[src/rtl/div_pkg.sv]
// div_pkg: shared widths and writeback entry type for the divider result path
package div_pkg;
  localparam int DIV_TAG_W  = 8;
  localparam int DIV_DATA_W = 32;
  typedef struct packed {
    logic [DIV_DATA_W-1:0] result;
    logic [DIV_TAG_W-1:0]  tag;
    logic [DIV_DATA_W-1:0] pc;
  } div_wb_entry_t;
endpackage

[src/rtl/div_wb_fifo.sv]
// div_wb_fifo: synchronous result FIFO; a push into a full FIFO lands only when a pop frees the slot
module div_wb_fifo #(
  parameter int DEPTH = 8,
  parameter int W     = 72
) (
  input  logic                     clk,
  input  logic                     reset,
  input  logic                     push,
  input  logic                     pop,
  input  logic [W-1:0]             din,
  output logic [W-1:0]             dout,
  output logic                     full,
  output logic                     empty,
  output logic [$clog2(DEPTH):0]   count
);
  localparam int AW = $clog2(DEPTH);
  logic [W-1:0]  mem_q [DEPTH];
  logic [W-1:0]  mem_d [DEPTH];
  logic [AW-1:0] wr_q, wr_d, rd_q, rd_d;
  logic [AW:0]   cnt_q, cnt_d;
  logic          push_ok, pop_ok;
  assign empty   = cnt_q == '0;
  assign full    = cnt_q == (AW+1)'(DEPTH);
  assign count   = cnt_q;
  assign pop_ok  = pop & ~empty;
  assign push_ok = push & (~full | pop_ok);
  assign dout    = empty ? '0 : mem_q[rd_q];
  // next pointers, count and storage; power-of-two depth makes pointers wrap for free
  always_comb begin
    mem_d = mem_q;
    if (push_ok) mem_d[wr_q] = din;
    wr_d  = push_ok ? wr_q + AW'(1) : wr_q;
    rd_d  = pop_ok ? rd_q + AW'(1) : rd_q;
    cnt_d = cnt_q + (AW+1)'(push_ok) - (AW+1)'(pop_ok);
  end
  // storage needs no reset: the head output is masked while empty
  always_ff @(posedge clk) mem_q <= mem_d;
  // control state
  always_ff @(posedge clk or negedge reset)
    if (!reset) begin
      wr_q  <= '0;
      rd_q  <= '0;
      cnt_q <= '0;
    end else begin
      wr_q  <= wr_d;
      rd_q  <= rd_d;
      cnt_q <= cnt_d;
    end
endmodule

[src/rtl/div_wb_buffer.sv]
// div_wb_buffer: credit-managed writeback buffer between divider and CDB (optional checker: DIV_WB_ERR_CHECK_EN)
module div_wb_buffer
  import div_pkg::*;
#(
  parameter int DEPTH  = 8,
  parameter int TAG_W  = DIV_TAG_W,
  parameter int DATA_W = DIV_DATA_W
) (
  input  logic                    clk,
  input  logic                    reset,
  input  logic                    div_start,
  input  logic                    div_done,
  input  logic [DATA_W-1:0]       div_result,
  input  logic [TAG_W-1:0]        div_tag,
  input  logic [DATA_W-1:0]       div_pc,
  output logic                    cdb_valid,
  input  logic                    cdb_ready,
  output logic [DATA_W-1:0]       cdb_result,
  output logic [TAG_W-1:0]        cdb_tag,
  output logic [DATA_W-1:0]       cdb_pc,
  output logic                    issue_ok,
  output logic [$clog2(DEPTH):0]  occupancy,
  output logic                    overflow_err
);
  localparam int CW = $clog2(DEPTH) + 1;
  localparam int EW = 2 * DATA_W + TAG_W;
  logic [CW-1:0] inflight_q, inflight_d;
  logic [CW:0]   credit;
  logic [EW-1:0] head;
  logic          pop, full, empty;
  assign cdb_valid = ~empty;
  assign pop       = cdb_valid & cdb_ready;
  assign credit    = {1'b0, occupancy} + {1'b0, inflight_q};
  assign issue_ok  = credit < (CW+1)'(DEPTH);
  assign {cdb_result, cdb_tag, cdb_pc} = head;
  div_wb_fifo #(.DEPTH(DEPTH), .W(EW)) u_fifo (
    .clk(clk), .reset(reset), .push(div_done), .pop(pop),
    .din({div_result, div_tag, div_pc}), .dout(head),
    .full(full), .empty(empty), .count(occupancy)
  );
  // in-flight divide count, saturating at 0 and DEPTH
  always_comb
    inflight_d = (div_start && !div_done && inflight_q != CW'(DEPTH)) ? inflight_q + CW'(1) :
                 (!div_start && div_done && inflight_q != '0)         ? inflight_q - CW'(1) : inflight_q;
  // in-flight register
  always_ff @(posedge clk or negedge reset)
    if (!reset) inflight_q <= '0;
    else        inflight_q <= inflight_d;
`ifdef DIV_WB_ERR_CHECK_EN
  logic err_q, err_d;
  // sticky: dropped push, issue without credit, or completion with nothing in flight
  always_comb
    err_d = err_q | (div_done & full & ~pop) | (div_start & ~issue_ok) | (div_done & (inflight_q == '0));
  // error flag register
  always_ff @(posedge clk or negedge reset)
    if (!reset) err_q <= 1'b0;
    else        err_q <= err_d;
  assign overflow_err = err_q;
`else
  logic unused_full;
  assign unused_full  = full;
  assign overflow_err = 1'b0;
`endif
endmodule

[config.mk]
export PLATFORM = sky130hd
export DESIGN_NAME = div_wb_buffer
export DESIGN_NICKNAME = d
export VERILOG_FILES = /design/src/rtl/div_pkg.sv /design/src/rtl/div_wb_fifo.sv /design/src/rtl/div_wb_buffer.sv
export SDC_FILE = /design/constraint.sdc
export NUM_CORES = 1
export LEC_CHECK = 0
export ABC_AREA = 1
export CAP_MARGIN = 10
export CORE_MARGIN = 1.5
export CORE_UTILIZATION = 60
export DETAILED_ROUTE_END_ITERATION = 7
export PLACE_DENSITY = 0.87
export SYNTH_ARGS = -nofsm -noshare
export SYNTH_HDL_FRONTEND = slang
export SYNTH_HIERARCHICAL = 1
export SYNTH_SLANG_ARGS = --single-unit
[constraint.sdc]
create_clock -name clk -period 8 [get_ports clk]
set_clock_uncertainty 0.15 [all_clocks]
set_input_delay 1.6 -clock clk [delete_from_list [all_inputs] [get_ports clk]]
set_output_delay 1.6 -clock clk [all_outputs]
set_load 0.005 [all_outputs]
==> flow_summary.toml <==
[routing]
route.vias.total = 17900
ant_nets = 0
routed_wl_um = 58400
drc_errors = 0
drt_first_pass_iters = 5
wire_per_inst_um = 17.3
drtIter0Drc = 1779
viasPerCell = 5.31

[sta]
fin_crit_sh = 0.816
rsz0062_at_grt = "false"
clock.fmax_ghz = 0.153
setup_viol = 0
hold_viol = 0
whs_ps = 450
slew_viol_final = 0
max-slew-margin-rel = 0.129
max_slew.worst_pin.slew_ps = 1310
tns_ps = 0
fin_crit_ps = 6530

[synth]
yosysSeqAreaShare = 0.676
synthFlopType = "edfxtp_1"
synthMuxAreaShare = 0
synth-seq-cells = 590
synthSimpleGateAreaFrac = 0.205
synth_compound_area_frac = 0.00129
synth_area_leaders = "edfxtp_1, nand2_1, inv_1, nand3_1, nor2_1"
synthMostInstantiatedCell = "nand2_1"
synthTopCellsByCount = "nand2_1, inv_1, edfxtp_1, nand3_1, nor2_1"
synth_cell_type_count = 30
synth-xor-area-share = 0.00235
synthCells = 2623
syn_nets = 2715
synth-adder-area-share = 0.00776
yosys.area.top_type = "edfxtp_1"
syn_area_mm2 = 0.0261
synth_warnings = 6
synth-async-reset-ratio = 0.0237
synth.avg_cell_area_um2 = 9.96
synth-edff-count = 576
synth_top_family_by_area = "simple AND/OR/NAND/NOR gates"
synth_top_area_frac = 0.662

[place]
port_buffers = 154
dp_hpwl_um = 31000
gp_congestion = 0.777

[worst_setup_path]
regToRegSetupSlack_ps = 3330
worst-path-buf-inv = 3
critPathRequiredTime_ps = 6250
crit_type = "register to output port"
end_kind = "output port"
cp-endpoint = "cdb_pc[19]"
ff2ff_path_depth = 9
path_delay_family = "buffers and inverters"
cp.depth = 8
r2r_end = "u_fifo/mem_q[252]"
path_cells = "buf_4 -> buf_4 -> nand2_1 -> nand3_1 -> nand3_1 -> nand2_1 -> nor2_1 -> clkdlybuf4s50_1"
crit_fanout = 102
worstReg2RegStart = "u_fifo/count[2]"
setup.worst_path.start = "u_fifo/rd_q[0]"
crit_path_max_incr_delay_ps = 1090
worstSetupStartpointType = "register"
cp_slowest_cell = "dfrtp_4"
cp.arrival_ps = 4780

[die]
core_mm2 = 0.0430
num_io_pins = 156
die_height_um = 212
chipWidth_um = 212
initial_core_util = 0.608
die_area_mm2 = 0.0448
core.rowCount = 76

[pwr]
sequentialPowerShare = 0.392
intPower_mw = 6.82
switching_power_mw = 3.78
power_frac_comb = 0.366
swShare = 0.357
worst_ir_drop_vdd_uv = 391
power_density_mw_per_mm2 = 355
finalPower_mw = 10.6
p_clk_frac = 0.241
cellLeakagePower_nw = 13.4

[grt]
grt_pass1_vias = 18200
grtUsageTotal = 0.266
antenna_found_initial = 3
grt_max_degree = 217
gr-total-overflow = 0
grt_pass1_wl_um = 91600

[flow_run]
drv_cap = 0

[clocking]
cts_buffers = 57
clk_latency_ps = 600
ctsLongestPathBuffers = 3
cts.sinks = 590
post-cts-setup-buffer-count = 0
hold_buffers = 0
tritoncts = "built"
htree_levels = 2
cts_root_buffer = "clkbuf_16"
cts-resized-gates = 0
clk_pin_slew_ps = 60

[finish]
regArea_mm2 = 0.0177
nets = 2829
syn_to_final_growth_pct = 14.2
fillCellCount = 2897
drive_above_1_share = 0.0442
multiInputGateArea_mm2 = 0.00572

[run_status]
status = "completed"

[worst_hold_path]
worst_hold_path_type = "register to register"
## per-layer routing
| metal | track usage | up-vias | wire length (um) | part of all wire |
|---|---|---|---|---|
| met5 | 0 | - | 17 | 0.00029 |
| met4 | 0.113 | 2 | 1650 | 0.028 |
| met3 | 0.0476 | 140 | 5010 | 0.086 |
| met2 | 0.461 | 828 | 29900 | 0.51 |
| met1 | 0.328 | 8487 | 21800 | 0.37 |
| li1 | - | 8441 | - | - |
## per-stage QoR
step	area (um2)	cells	util	worst slack (ps)
2_1_floorplan	26100	2623	-	2220
3_3_place_gp	28100	3263	0.653	2290
3_5_place_dp	28100	3263	0.653	2130
4_1_cts	29800	3367	0.694	1480
5_1_grt	29800	3369	0.694	1220
6_report	29800	3370	0.694	1470
## final cells by class
type | count | share of cell area
clock inverter | 40 | 0.0106
multi-input combinational | 1316 | 0.192
antenna | 3 | 0.000252
clock buffer | 64 | 0.0487
timing repair buffer | 175 | 0.0569
sequential | 590 | 0.592
inverter | 597 | 0.0754
tap | 585 | 0.0245
## power groups by stage
stage	clock (mW)	sequential, mW	combinational [mW]
6_report	2.56	4.16	3.88
5_1_grt	2.71	4.20	4.28
4_1_cts	2.59	4.15	3.88
3_5_place_dp	0	4.22	3.83
3_3_place_gp	0	4.19	3.69
2_1_floorplan	0	4.02	2.43
## worst register-to-register path, cell delays in order (launching register included)
cell	delay, ps
dfrtp_1	380
inv_1	90
ha_1	240
nand2_4	80
buf_4	860
nand2_1	380
nand2_1	250
nand3b_1	390
nor2_4	480
buf_4	930
## worst min-delay path by stage
stage	start	to	depth (start not counted)
6_report	inflight_q[3]	inflight_q[3]	2
2_1_floorplan	inflight_q[3]	inflight_q[3]	2
5_1_grt	inflight_q[3]	inflight_q[3]	2
3_3_place_gp	inflight_q[3]	inflight_q[3]	2
4_1_cts	inflight_q[3]	inflight_q[3]	2
3_5_place_dp	inflight_q[3]	inflight_q[3]	2
## registers in the layout, summed over array words and instances (netlist names)
name          flops
u_fifo/count      4
u_fifo/rd_q       3
u_fifo/wr_q       3
inflight_q        4
u_fifo/mem_q    576
## cell families (layout without fill, tap and decap cells)
family	Yosys count	in the layout
simple gates	1287	1287
buf+inv	717	876
flops	590	590
fa+ha+maj	15	15
xor+xnor	7	7
compound gates	6	6
other cells	1	4
## cell usage in the layout (no fill, tap or decap), types with 3 or more instances in the layout
| master | count |
|---|---|
| clkinv_2 | 11 |
| clkbuf_1 | 7 |
| buf_4 | 21 |
| clkdlybuf4s50_1 | 154 |
| nor2_4 | 9 |
| nand2_1 | 745 |
| dfrtp_4 | 3 |
| clkinv_1 | 19 |
| diode_2 | 3 |
| edfxtp_1 | 576 |
| nand2_4 | 3 |
| nor2_1 | 148 |
| dfrtp_1 | 11 |
| bufinv_16 | 5 |
| clkbuf_16 | 57 |
| xor2_1 | 4 |
| ha_1 | 13 |
| xnor2_1 | 3 |
| inv_1 | 595 |
| nand3_1 | 372 |
Note: power is estimated with default switching activity, not from simulation.
